## src/rtl/cla_serial_addsub.sv

```systemverilog
// Nibble-serial adder/subtractor built around one 4-bit carry-lookahead slice.
// Operands are shifted LSB nibble first; the result is published on completion.
module cla_serial_addsub #(
    parameter int WIDTH = 16
) (
    input  logic             clk,
    input  logic             rst_n,
    input  logic             start,
    input  logic             sub,
    input  logic [WIDTH-1:0] a,
    input  logic [WIDTH-1:0] b,
    input  logic             Cin,
    output logic             busy,
    output logic             done,
    output logic [WIDTH-1:0] sum,
    output logic             carry,
    output logic             overflow
);

    localparam int NNIB = WIDTH / 4;
    localparam int IW   = (NNIB > 1) ? $clog2(NNIB) : 1;
    localparam logic [IW-1:0] LAST = IW'(NNIB - 1);

    typedef enum logic [1:0] {
        S_IDLE,
        S_RUN,
        S_DONE
    } state_e;

    state_e           state_q, state_d;
    logic [IW-1:0]    idx_q, idx_d;
    logic [WIDTH-1:0] a_q, a_d;
    logic [WIDTH-1:0] b_q, b_d;
    logic             c_q, c_d;
    logic [WIDTH-1:0] res_q, res_d;
    logic [WIDTH-1:0] sum_q, sum_d;
    logic             carry_q, carry_d;
    logic             ovf_q, ovf_d;

    logic [3:0] na, nb, g, p, s;
    logic [4:0] c;

    // 4-bit carry-lookahead slice on the current low nibble
    always_comb begin
        na   = a_q[3:0];
        nb   = b_q[3:0];
        g    = na & nb;
        p    = na ^ nb;
        c[0] = c_q;
        c[1] = g[0] | (p[0] & c[0]);
        c[2] = g[1] | (p[1] & g[0]) | (p[1] & p[0] & c[0]);
        c[3] = g[2] | (p[2] & g[1]) | (p[2] & p[1] & g[0])
             | (p[2] & p[1] & p[0] & c[0]);
        c[4] = g[3] | (p[3] & g[2]) | (p[3] & p[2] & g[1])
             | (p[3] & p[2] & p[1] & g[0])
             | (p[3] & p[2] & p[1] & p[0] & c[0]);
        s    = p ^ c[3:0];
    end

    // Next-state and datapath update; subtract is a + ~b + ~Cin
    always_comb begin
        logic [WIDTH+3:0] wide;
        wide    = '0;
        state_d = state_q;
        idx_d   = idx_q;
        a_d     = a_q;
        b_d     = b_q;
        c_d     = c_q;
        res_d   = res_q;
        sum_d   = sum_q;
        carry_d = carry_q;
        ovf_d   = ovf_q;
        unique case (state_q)
            S_IDLE: begin
                if (start) begin
                    a_d     = a;
                    b_d     = sub ? ~b : b;
                    c_d     = sub ? ~Cin : Cin;
                    idx_d   = '0;
                    state_d = S_RUN;
                end
            end
            S_RUN: begin
                wide  = {s, res_q};
                res_d = wide[WIDTH+3:4];
                a_d   = a_q >> 4;
                b_d   = b_q >> 4;
                c_d   = c[4];
                idx_d = idx_q + 1'b1;
                if (idx_q == LAST) begin
                    sum_d   = wide[WIDTH+3:4];
                    carry_d = c[4];
                    ovf_d   = c[4] ^ c[3];
                    idx_d   = '0;
                    state_d = S_DONE;
                end
            end
            S_DONE: state_d = S_IDLE;
            default: state_d = S_IDLE;
        endcase
    end

    // State register
    always_ff @(posedge clk) begin
        if (!rst_n) state_q <= S_IDLE;
        else        state_q <= state_d;
    end

    // Datapath registers
    always_ff @(posedge clk) begin
        if (!rst_n) begin
            idx_q   <= '0;
            a_q     <= '0;
            b_q     <= '0;
            c_q     <= 1'b0;
            res_q   <= '0;
            sum_q   <= '0;
            carry_q <= 1'b0;
            ovf_q   <= 1'b0;
        end else begin
            idx_q   <= idx_d;
            a_q     <= a_d;
            b_q     <= b_d;
            c_q     <= c_d;
            res_q   <= res_d;
            sum_q   <= sum_d;
            carry_q <= carry_d;
            ovf_q   <= ovf_d;
        end
    end

    assign busy     = (state_q == S_RUN);
    assign done     = (state_q == S_DONE);
    assign sum      = sum_q;
    assign carry    = carry_q;
    assign overflow = ovf_q;

endmodule

```

## config.mk

```make
export PLATFORM = sky130hd
export DESIGN_NAME = cla_serial_addsub
export DESIGN_NICKNAME = d
export VERILOG_FILES = /design/src/rtl/cla_serial_addsub.sv
export SDC_FILE = /design/constraint.sdc
export NUM_CORES = 1
export LEC_CHECK = 0
export CAP_MARGIN = 20
export CORE_ASPECT_RATIO = 0.9
export CORE_MARGIN = 4
export CORE_UTILIZATION = 55
export DETAILED_ROUTE_END_ITERATION = 12
export PLACE_DENSITY = 0.82
export RECOVER_POWER = 25
export REMOVE_ABC_BUFFERS = 1
export SLEW_MARGIN = 20
export SYNTH_ARGS = -nofsm -noshare
export SYNTH_HDL_FRONTEND = slang
export SYNTH_SLANG_ARGS = --single-unit
```

## constraint.sdc

```tcl
create_clock -name clk -period 2.2 [get_ports clk]
set_input_delay 0.44 -clock clk [delete_from_list [all_inputs] [get_ports clk]]
set_output_delay 0.44 -clock clk [all_outputs]
set_load 0.005 [all_outputs]
```

* After elaboration in Yosys (flattened, before gate mapping)
Index checks and enable logic that the tools add are counted.
** Word-level totals
- Flip-flop bits (word level) :: 71
- Input bits :: 37
- Output and inout port bits :: 20
- Logic and storage cells :: 66
** Operators by class
- Add/subtract/negate cells :: 1
- Equal/unequal tests :: 5
- Mux-type cells :: 14
- Bitwise logic cells :: 32
- Reductions and logical operators :: 5
** Operators with widths (count)
- $pmux 16 s2 :: 2
- $mux 16 :: 3
- $and 1x1->1 :: 16
- $not 16->16 :: 1
- $or 1x1->1 :: 10
- $mux 2 :: 4
- $pmux 2 s2 :: 2
- $xor 4x4->4 :: 2
- $reduce_and 2->1 :: 3
- $and 4x4->4 :: 1
- $eq 2x2->1 const B :: 2
- $add 2x1->2 const B :: 1
- $eq 2x1->1 const B :: 1
- $logic_not 2->1 :: 1
- $mux 1 :: 2
- $ne 2x1->1 const B :: 1
- $ne 2x2->1 const B :: 1
- $pmux 1 s2 :: 1
- $reduce_bool 2->1 :: 1
- $not 1->1 :: 1
- $xor 1x1->1 :: 1

* Logic depth before layout (Yosys ltp)
Gate-level depths: netlist of run 1.
- Depth after elaboration :: 7
- Mapped depth :: 8
- Gate-level depth less buffers :: 5

* Worst setup path before layout of run 1
No wires, ideal clock.
- Path kind :: register -> register
- Start :: register a_q[0]
- End :: register res_q[15]
- Library setup time :: 0.121 ns
- Arrival time :: 1.317 ns
- Required time :: 2.079 ns
- Slack :: 0.762 ns
- Stages on the path, launching flop included :: 6
- Path buffers :: 0
- Clock period less this slack :: 1.438 ns
- Cell sequence :: dfxtp_1 > ha_1 > a211oi_1 > o21bai_1 > xnor2_1 > o21ai_0
** Between the ends
- Cells in the longest elaborated chain, start to end :: 5
- Elaborated cells on any way between the ends :: 8
- Classes of those cells :: 8 x bitwise
** RTL lines
- from (decl) :: line 32 : logic [WIDTH-1:0] a_q, a_d;
- from (signal assigned) :: line 113 : a_q <= '0;
- from (signal assigned) :: line 122 : a_q <= a_d;
- $and 4x4->4 / $xor 4x4->4 (equally long branches) :: line 47, 48
- $and 1x1->1, on equally long branches :: line 52, 53
- $or 1x1->1 / $and 1x1->1 (equally long branches) :: line 52, 53
- $or 1x1->1 * :: line 53 : | (p[2] & p[1] & p[0] & c[0]);
- $xor 4x4->4 * :: line 57 : s = p ^ c[3:0];
- to (signal assigned) :: line 125 : res_q <= res_d;
- to (decl) :: line 35 : logic [WIDTH-1:0] res_q, res_d;
Every way passes the cells marked *; elsewhere a longest branch is shown, timed or not.
A chain may end at the register's enable or synchronous reset.

* Worst setup path in the final report of run 1
- Start :: register state_q[1]
- End :: output busy
** Between the ends
- Cells in the longest elaborated chain, start to end :: 1
** RTL lines
- from (decl) :: line 30 : state_e state_q, state_d;
- from (signal assigned) :: line 106 : else state_q <= state_d;
- $eq 2x1->1 :: line 132 : assign busy = (state_q == S_RUN);
- to (decl) :: line 13 : output logic busy,
No other way between the ends.

==> run_results.csv, run 1 <==
group,metric,value,unit
run_status,status,"completed",
setup_path,cp.arrival,1670,ps
timing,drv_slew,0,
clock_network,cts.sinks,67,
layout,fin_area,3710,um2
layout,fin_nets,444,
clock_network,h-tree-depth,3,
pwr,swShare,24.7,%
clock_network,ctsResizeCount,0,
logic_synthesis,synthTopCellsByCount,"69 x nand2_1, 67 x dfxtp_1, 52 x a21oi_1",
clock_network,clkLatencyLatePin,340,ps
place,place_area,3530,um2
global_routing,grt_use_total,21.6,%
routing,drc,0,
pwr,ir_worst_vdd,0.496,mV
setup_path,reg2regPathDepth,5,
global_routing,antenna_found_initial,0,
clock_network,cts_buffer_depth,2,
place,port-buffer-count,56,
clock_network,cts-root-buf,"clkbuf_8",
routing,drt-total-wl,6720,um
setup_path,ff2ff_setup_slack,220,ps
die,fp.dieH,77.6,um
global_routing,grt_pass1_vias,2620,
clock_network,postCtsSetupRepairBufs,0,
setup_path,reg2reg_from,"state_q[1]",
timing,rsz0062_at_grt,"no",
timing,setup_viol,0,
logic_synthesis,yosysMostFrequentCell,"nand2_1",
setup_path,r2r-end,"b_q[5]",
layout,drive_gt1_share,8.37,%
pwr,power_switching,0.000644,W
pwr,p_clk_share,36.7,%
logic_synthesis,ys_types,37,
die,start_util,56.7,%
pwr,p_int,0.00197,W
place,gp_congestion,0.785,
min_path,hold_path_class,"reg2reg",
logic_synthesis,synth.area.top_cells,"dfxtp_1 45%, a21oi_1 8.8%, nand2_1 8.7%, a22oi_1 4.8%, xor2_1 4.1%",
timing,max_slew.worst_pin.slew,857,ps
layout,syn_to_final_growth,25.3,%
clock_network,cts_tree,"built",
die,rows,25,
global_routing,grt_pass1_wl,11500,um
timing,max_slew_margin,42.8,%
timing,period_share,96.1,%
layout,final_util,71.1,%
layout,antenna_cells,0,
setup_path,endpoint_kind,"primary output",
die,fp.dieArea,6630,um2
global_routing,gr-total-overflow,0,
die,ios,57,
die,core,5220,um2
min_path,holdPathEnd,"sum[0]",
logic_synthesis,synth-seq-area-share,45.3,%
routing,antenna_left,0,
logic_synthesis,synth_top_cell_by_area,"dfxtp_1",
setup_path,worstPathMaxFanout,20,
setup_path,crit_type,"reg2out",
logic_synthesis,syn_area_per_cell,8.42,um2
setup_path,worstPathRequired,1760,ps
min_path,hold_path.startpoint,"sum[0]",
clock_network,cts_hold_buf,0,
place,dp.cells,457,
logic_synthesis,netlist_area,2960,um2
min_path,holdPathStages,2,
routing,vias_per_cell,5.62,
run,max-cap-violations,0,
layout,fin_cells,473,
timing,skew,4.33,ps
clock_network,cts_buffers,9,
logic_synthesis,synth-edff-count,0,
routing,drtIter0Drc,166,
logic_synthesis,async_reset_ff_share,0,%
timing,fmaxAchievable,0.473,GHz
logic_synthesis,ys_ff_latch,67,
die,dieWidth,85.4,um
timing,fin_crit,2110,ps
pwr,pwr-share-seq,50.2,%
global_routing,grt_max_degree,30,
place,dp_hpwl,4660,um
routing,vias,2659,
pwr,leakagePower,1.37,nW
timing,worst_slack,85.6,ps
setup_path,critPathLaunchType,"register",
clock_network,path_clk_slew,70,ps
routing,wl_per_cell,14.2,um
routing,first_pass_iters,5,
timing,report.final.hold_viol_count,0,
setup_path,crit_path_start,"state_q[1]",
timing,setup_tns,0,ps
logic_synthesis,synth-main-ff-cell,"dfxtp_1",
pwr,power_density,703,nW/um2
logic_synthesis,syn_inst,352,
place,dp_slack,46.9,ps
pwr,combPwrFrac,13.1,%
logic_synthesis,ys_warn_count,0,
logic_synthesis,synthDominantCellAreaShare,45.3,%
## area by class of cell
class	instances	area, um2
timing repair buffer	67	653
clock buffer	15	186
inverter	8	32.5
tap	67	83.8
multi-input combinational	248	1410
clock inverter	1	5.00
sequential	67	1340
fill	412	1510
## layout by cell type (no fill, tap or decap), types with 2 or more instances in the layout
cell             synthesis  layout
clkbuf_1                10       2
clkbuf_8                 0      13
inv_1                    6       7
nand3_1                  5       5
xnor2_1                  5       5
buf_4                    9       9
ha_1                     5       5
o221ai_1                11      11
nand2b_4                 2       2
nand2_1                 69      69
dfxtp_1                 67      67
nor2_1                  27      27
o21ai_0                 14      14
xor2_1                  14      14
a21oi_1                 52      52
a211oi_1                 7       7
a22oi_1                 19      19
clkdlybuf4s50_1          0      56
nor3_1                   2       2
nor2_2                   2       2
## registers in the layout (all words and copies together) (netlist names)
name / count
a_q: 16
b_q: 16
sum: 16
res_q: 12
idx_q: 2
state_q: 2
c_q: 1
carry: 1
overflow: 1
## cells by family after synthesis
family	after synthesis	share of synthesized area (%)
DFF	67	45.3
buffers and inverters	37	7.05
muxes	1	0.338
AOI/OAI and AO/OA	112	23.6
and+or+nand+nor	110	15.4
xor gates and xnor gates	19	5.61
adders and majority gates	6	2.79
## power by group through the flow
stage	registers, W	clock network (W)	logic (W)
after detailed placement	0.00134	0	0.000341
final	0.00131	0.000958	0.000342
after CTS	0.00131	0.000977	0.000345
after global placement	0.00133	0	0.000329
after global routing	0.00132	0.00103	0.000381
after floorplan	0.00133	0	0.000188
## metal layers
metal	vias up	track usage, %	routed length, um	part of all wire (%)
met2	96	37.4	3470	52
met5	-	0	0	0
met1	1239	24.7	2760	41
li1	1319	-	-	-
met4	0	8.39	38	0.57
met3	5	6.37	456	6.8
## critical path: stages (launching register included)
cell and delay [ps]:
dfxtp_1 400, nand2b_4 200, inv_4 190, clkdlybuf4s50_1 550
## metrics by stage
stage / hold slack, ps / total power (W)
after detailed placement: 443 / 0.00168
after CTS: 451 / 0.00263
after global placement: 438 / 0.00166
after floorplan: 432 / 0.00152
final: 452 / 0.00261
after global routing: 465 / 0.00273
## worst max path at each step
stage | to | slack, ps
CTS | busy | 70
detailed placement | b_q[7] | 50
global route | busy | 6
finish | busy | 90
floorplan | b_q[0] | 320
global placement | b_q[11] | 130
No activity file was read; power rests on OpenSTA's default activity.
==> inputs of run 2 (changes only) <==
Settings changed: CORE_UTILIZATION 55 to 50, CTS_CLUSTER_SIZE set to 25, PLACE_DENSITY 0.82 to 0.75, SLEW_MARGIN 20 to not set.
==> run 2 against run 1 <==
Sequential share of layout area about the same. Die area grew 9.0%. Maximum frequency rose by 7.5%. Design area barely moved. Clock power increased by 4.1%. Critical path depth stayed put. Clock skew rose by 1.8 ps. Via count fell by 3.6%. Largest power group unchanged.
==> run_results.csv, run 2 (synthesized netlist as in run 1, its figures left out) <==
group,metric,value,unit
timing,period_share,89.4,%
routing,vias,2564,
clock_network,ctsResizeCount,0,
timing,drv_slew,0,
timing,report.final.hold_viol_count,0,
clock_network,path_clk_slew,70,ps
die,fp.dieArea,7230,um2
pwr,combPwrFrac,12.8,%
timing,fin_crit,1970,ps
clock_network,clkLatencyLatePin,340,ps
setup_path,worstPathRequired,1760,ps
layout,fin_nets,444,
layout,final_cell_mix,"69 x nand2_1, 67 x dfxtp_1, 54 x clkdlybuf4s50_1, 52 x a21oi_1, 27 x nor2_1",
timing,max_slew.worst_pin.slew,1030,ps
clock_network,cts-root-buf,"clkbuf_8",
layout,syn_to_final_growth,25.2,%
die,core,5730,um2
setup_path,worstPathMaxFanout,12,
pwr,pwr-share-seq,49.5,%
min_path,hold_path_class,"reg2reg",
setup_path,worst_path_max_delay_cell,"clkdlybuf4s50_1",
routing,antenna_left,0,
pwr,p_int,0.00198,W
pwr,power_density,714,nW/um2
min_path,holdPathStages,2,
die,ios,57,
timing,max_slew_margin,31.3,%
pwr,ir_worst_vdd,0.511,mV
timing,setup_tns,0,ps
setup_path,path_cells,"inv_1, nor2_1, clkdlybuf4s50_1",
place,dp_slack,108,ps
layout,layout_commonest_cell,"nand2_1",
pwr,power_switching,0.000666,W
layout,fillers,517,
pwr,total_power,0.00265,W
run,max-cap-violations,0,
pwr,swShare,25.1,%
pwr,leakagePower,1.36,nW
pwr,p_clk_share,37.6,%
layout,ff_latch_area,1340,um2
clock_network,cts_hold_buf,0,
global_routing,gr-total-overflow,0,
clock_network,postCtsSetupRepairBufs,0,
setup_path,path_delay_family,"buffers and inverters",
global_routing,busiest_layer,"met2",
setup_path,cp.depth,3,
timing,setup_viol,0,
clock_network,cts_buffer_depth,2,
routing,vias_per_cell,5.39,
routing,drtIter0Drc,125,
setup_path,cpPeakStageDelay,510,ps
global_routing,grt_pass1_wl,10800,um
routing,drc,0,
timing,rsz0062_at_grt,"no",
setup_path,crit_type,"reg2out",
global_routing,met2_usage,29.6,%
place,port-buffer-count,56,
clock_network,cts.sinks,67,
setup_path,reg2regPathDepth,5,
routing,drt-total-wl,6430,um
global_routing,grt_pass1_vias,2340,
global_routing,grt_max_degree,26,
global_routing,grtUsageMet1,24.8,%
layout,drive_gt1_share,7.88,%
setup_path,cp_num_buf_inv,2,
layout,multi_input_area,1410,um2
die,dieWidth,89.2,um
clock_network,cts_buffers,9,
setup_path,cp.arrival,1530,ps
die,start_util,51.8,%
setup_path,critPathLaunchType,"register",
die,fp.dieH,81.0,um
die,rows,26,
timing,fmaxAchievable,0.509,GHz
run_status,status,"completed",
routing,wl_per_cell,13.5,um
global_routing,antenna_found_initial,0,
place,dp_hpwl,4530,um
setup_path,endpoint_kind,"primary output",
timing,worst_slack,234,ps
global_routing,grt_use_total,19.0,%
timing,skew,6.14,ps
global_routing,gr-usage-met3,6.69,%
clock_network,cts_tree,"built",
place,gp_congestion,0.868,
routing,first_pass_iters,4,
clock_network,h-tree-depth,3,
layout,antenna_cells,0,
run 2: cell count changes in the layout (fill, tap and decap cells not counted):
cell / delta
and2_0: +1
clkbuf_2: -1
clkbuf_1: +2
clkinv_2: +2
clkbuf_8: -3
clkdlybuf4s50_1: -2
buf_4: -2
clkinvlp_4: +1
and2_1: -1
dlygate4sd3_1: +2
bufinv_16: +1
run 2: path summary, 6_finish.rpt:
| kind | start | end | slack (ps) |
|---|---|---|---|
| setup / recovery | state_q[1] | done | 230 |
| hold / removal | res_q[6] | sum[2] | 450 |
| setup reg to reg | state_q[1] | sum[14] | 270 |
| hold reg to reg | res_q[6] | sum[2] | 450 |
run 2: area by class of cell:
| class | count | area share, % |
|---|---|---|
| inverter | 8 | 0.877 |
| clock buffer | 11 | 3.81 |
| tap | 70 | 2.36 |
| sequential | 67 | 36.1 |
| timing repair buffer | 67 | 17.4 |
| clock inverter | 5 | 1.42 |
| multi-input combinational | 248 | 38.0 |
run 2: power groups by stage:
stage               logic [W]  clock network, W  registers [W]
finish               0.000340          0.000997        0.00131
global route         0.000377           0.00108        0.00132
CTS                  0.000345           0.00102        0.00131
detailed placement   0.000343                 0        0.00134
global placement     0.000333                 0        0.00134
floorplan            0.000188                 0        0.00133
run 2: per-layer routing:
metal,routed length (um),up-vias
met5,0,-
met4,82,0
met3,436,10
met2,3050,72
met1,2860,1170
li1,-,1312
run 2: worst reg2reg max path, delay by kind of cell (launching register included):
kind | cells | cell delay [ps]
AO/OA/AOI/OAI | 1 | 210
buffers and inverters | 1 | 160
flip-flops | 1 | 330
AND/OR/NAND/NOR | 3 | 1160
run 2: metrics by stage:
stage	utilization, %	std cells	hold slack, ps	instance area (um2)
final	64.8	476	448	3710
after global placement	61.7	460	437	3530
after floorplan	-	323	432	2790
after detailed placement	61.7	460	442	3530
after global routing	64.8	476	451	3710
after CTS	65.1	476	448	3720
==> inputs of run 3 (changes only) <==
Settings changed: CORE_ASPECT_RATIO 0.9 to not set.
==> run 3 against run 2 <==
Sequential share of layout area fell by 0.33 points. Non-clock buffer count rose by 5. Combinational power barely moved. Maximum frequency fell by 6.2%. Via count rose by 0.31%. Flip-flop and latch count did not move. Critical path type unchanged. First-iteration DRC count rose by 22%. Clock power barely moved. Final cell count rose by 1.5%. Utilization rose by 1.6 points. Highest routed layer unchanged. Worst setup slack got worse by 130 ps.
==> run_results.csv, run 3 (synthesized netlist as in run 1, its figures left out) <==
group,metric,value,unit
run_status,status,"completed",
clock_network,clkLatencyLatePin,350,ps
routing,drc,0,
global_routing,grtUsageMet1,21.9,%
setup_path,crit_path_start,"state_q[1]",
timing,report.final.hold_viol_count,0,
clock_network,cts_buffers,9,
die,fp.dieH,85.0,um
clock_network,cts.sinks,67,
die,fp.dieArea,7220,um2
place,gp_congestion,0.796,
clock_network,cts_tree,"built",
layout,drive_gt1_share,9.49,%
min_path,hold_path_class,"reg2reg",
pwr,leakagePower,1.38,nW
setup_path,crit_type,"reg2out",
setup_path,critPathLaunchType,"register",
setup_path,endpoint_kind,"primary output",
timing,fmaxAchievable,0.477,GHz
pwr,power_density,709,nW/um2
run,max-cap-violations,0,
min_path,hold_path.startpoint,"res_q[6]",
routing,vias_per_cell,5.33,
global_routing,busiest_layer,"met2",
place,dp_hpwl,4620,um
routing,antenna_left,0,
layout,fin_area,3740,um2
routing,wl_per_cell,13.5,um
die,ios,57,
timing,rsz0062_at_grt,"no",
clock_network,cts_buffer_depth,2,
routing,first_pass_iters,5,
global_routing,grt_max_degree,26,
setup_path,cp.arrival,1660,ps
setup_path,reg2reg_from,"state_q[1]",
die,core,5640,um2
routing,vias,2572,
layout,syn_to_final_growth,26.3,%
layout,layout_commonest_cell,"nand2_1",
global_routing,grt_use_total,19.1,%
timing,max_slew_margin,61.0,%
timing,period_share,95.3,%
routing,drtIter0Drc,153,
routing,drt-total-wl,6520,um
die,rows,27,
setup_path,worstPathMaxFanout,22,
pwr,ir_worst_vdd,0.579,mV
clock_network,cts-root-buf,"clkbuf_8",
layout,antenna_cells,0,
die,start_util,52.5,%
global_routing,met2_usage,32.6,%
layout,fin_nets,449,
timing,setup_tns,0,ps
timing,setup_viol,0,
place,port-buffer-count,56,
global_routing,gr-usage-met3,7.18,%
global_routing,grt_pass1_wl,11100,um
timing,max_slew.worst_pin.slew,584,ps
die,dieWidth,85.0,um
clock_network,cts_hold_buf,0,
timing,fin_crit,2100,ps
global_routing,antenna_found_initial,0,
place,place_area,3560,um2
clock_network,path_clk_slew,70,ps
setup_path,worstPathRequired,1760,ps
global_routing,gr-total-overflow,0,
clock_network,h-tree-depth,3,
timing,skew,3.65,ps
layout,final_cell_mix,"69 x nand2_1, 67 x dfxtp_1, 55 x clkdlybuf4s50_1, 52 x a21oi_1, 27 x nor2_1",
global_routing,grt_pass1_vias,2470,
timing,drv_slew,0,
## run 3: cell types whose count changed in the layout (fill, tap and decap cells not counted), sizes merged
cell and delta:
buf +5, dlygate4sd3 -1, clkdlybuf4s50 +1
## run 3: final timing paths
path | depth (start not counted) | slack, ps | to
setup / recovery | 3 | 100 | busy
hold / removal | 2 | 460 | sum[2]
setup reg to reg | 4 | 560 | b_q[12]
hold reg to reg | 2 | 460 | sum[2]
## run 3: final cells by class
cell class,count,area [um2]
flip-flops and latches,67,1340
repair buffers,72,671
multi-input cells,248,1410
fillers,507,1900
inverters,8,35.0
clock buffers,11,141
well taps,72,90.1
clock inverters,5,52.6
## run 3: repair_timing
action | CTS | global route
endpoints found under the setup margin | 0 | 1
resized for setup | 0 | 1
setup buffers | 0 | 0
## run 3: worst max-delay path, stage by stage (launching register included)
cell	delay (ps)
dfxtp_1	410
nand2b_4	200
inv_6	150
clkdlybuf4s50_1	540
## run 3: layer usage
layer	vias to the layer above	share of wire, %
met1	1160	43
met5	-	0
met2	77	48
li1	1323	-
met4	0	1.8
met3	12	6.6
## run 3: per-stage QoR
stage | util, % | std cells | setup WS, ps | hold WS [ps] | power (W)
after global routing | 66.4 | 483 | 26.4 | 473 | 0.00279
after global placement | 63.1 | 467 | 326 | 438 | 0.00167
final | 66.4 | 483 | 104 | 456 | 0.00266
after detailed placement | 63.1 | 467 | 293 | 447 | 0.00168
after floorplan | - | 323 | 325 | 432 | 0.00152
after CTS | 66.5 | 483 | 40.4 | 457 | 0.00269
## run 3: report_power, final
group / leakage (nW) / internal, W / switching, W
clock network: 0.0991 / 0.000548 / 0.000454
registers: 0.547 / 0.00127 / 0.0000394
logic: 0.736 / 0.000167 / 0.000176
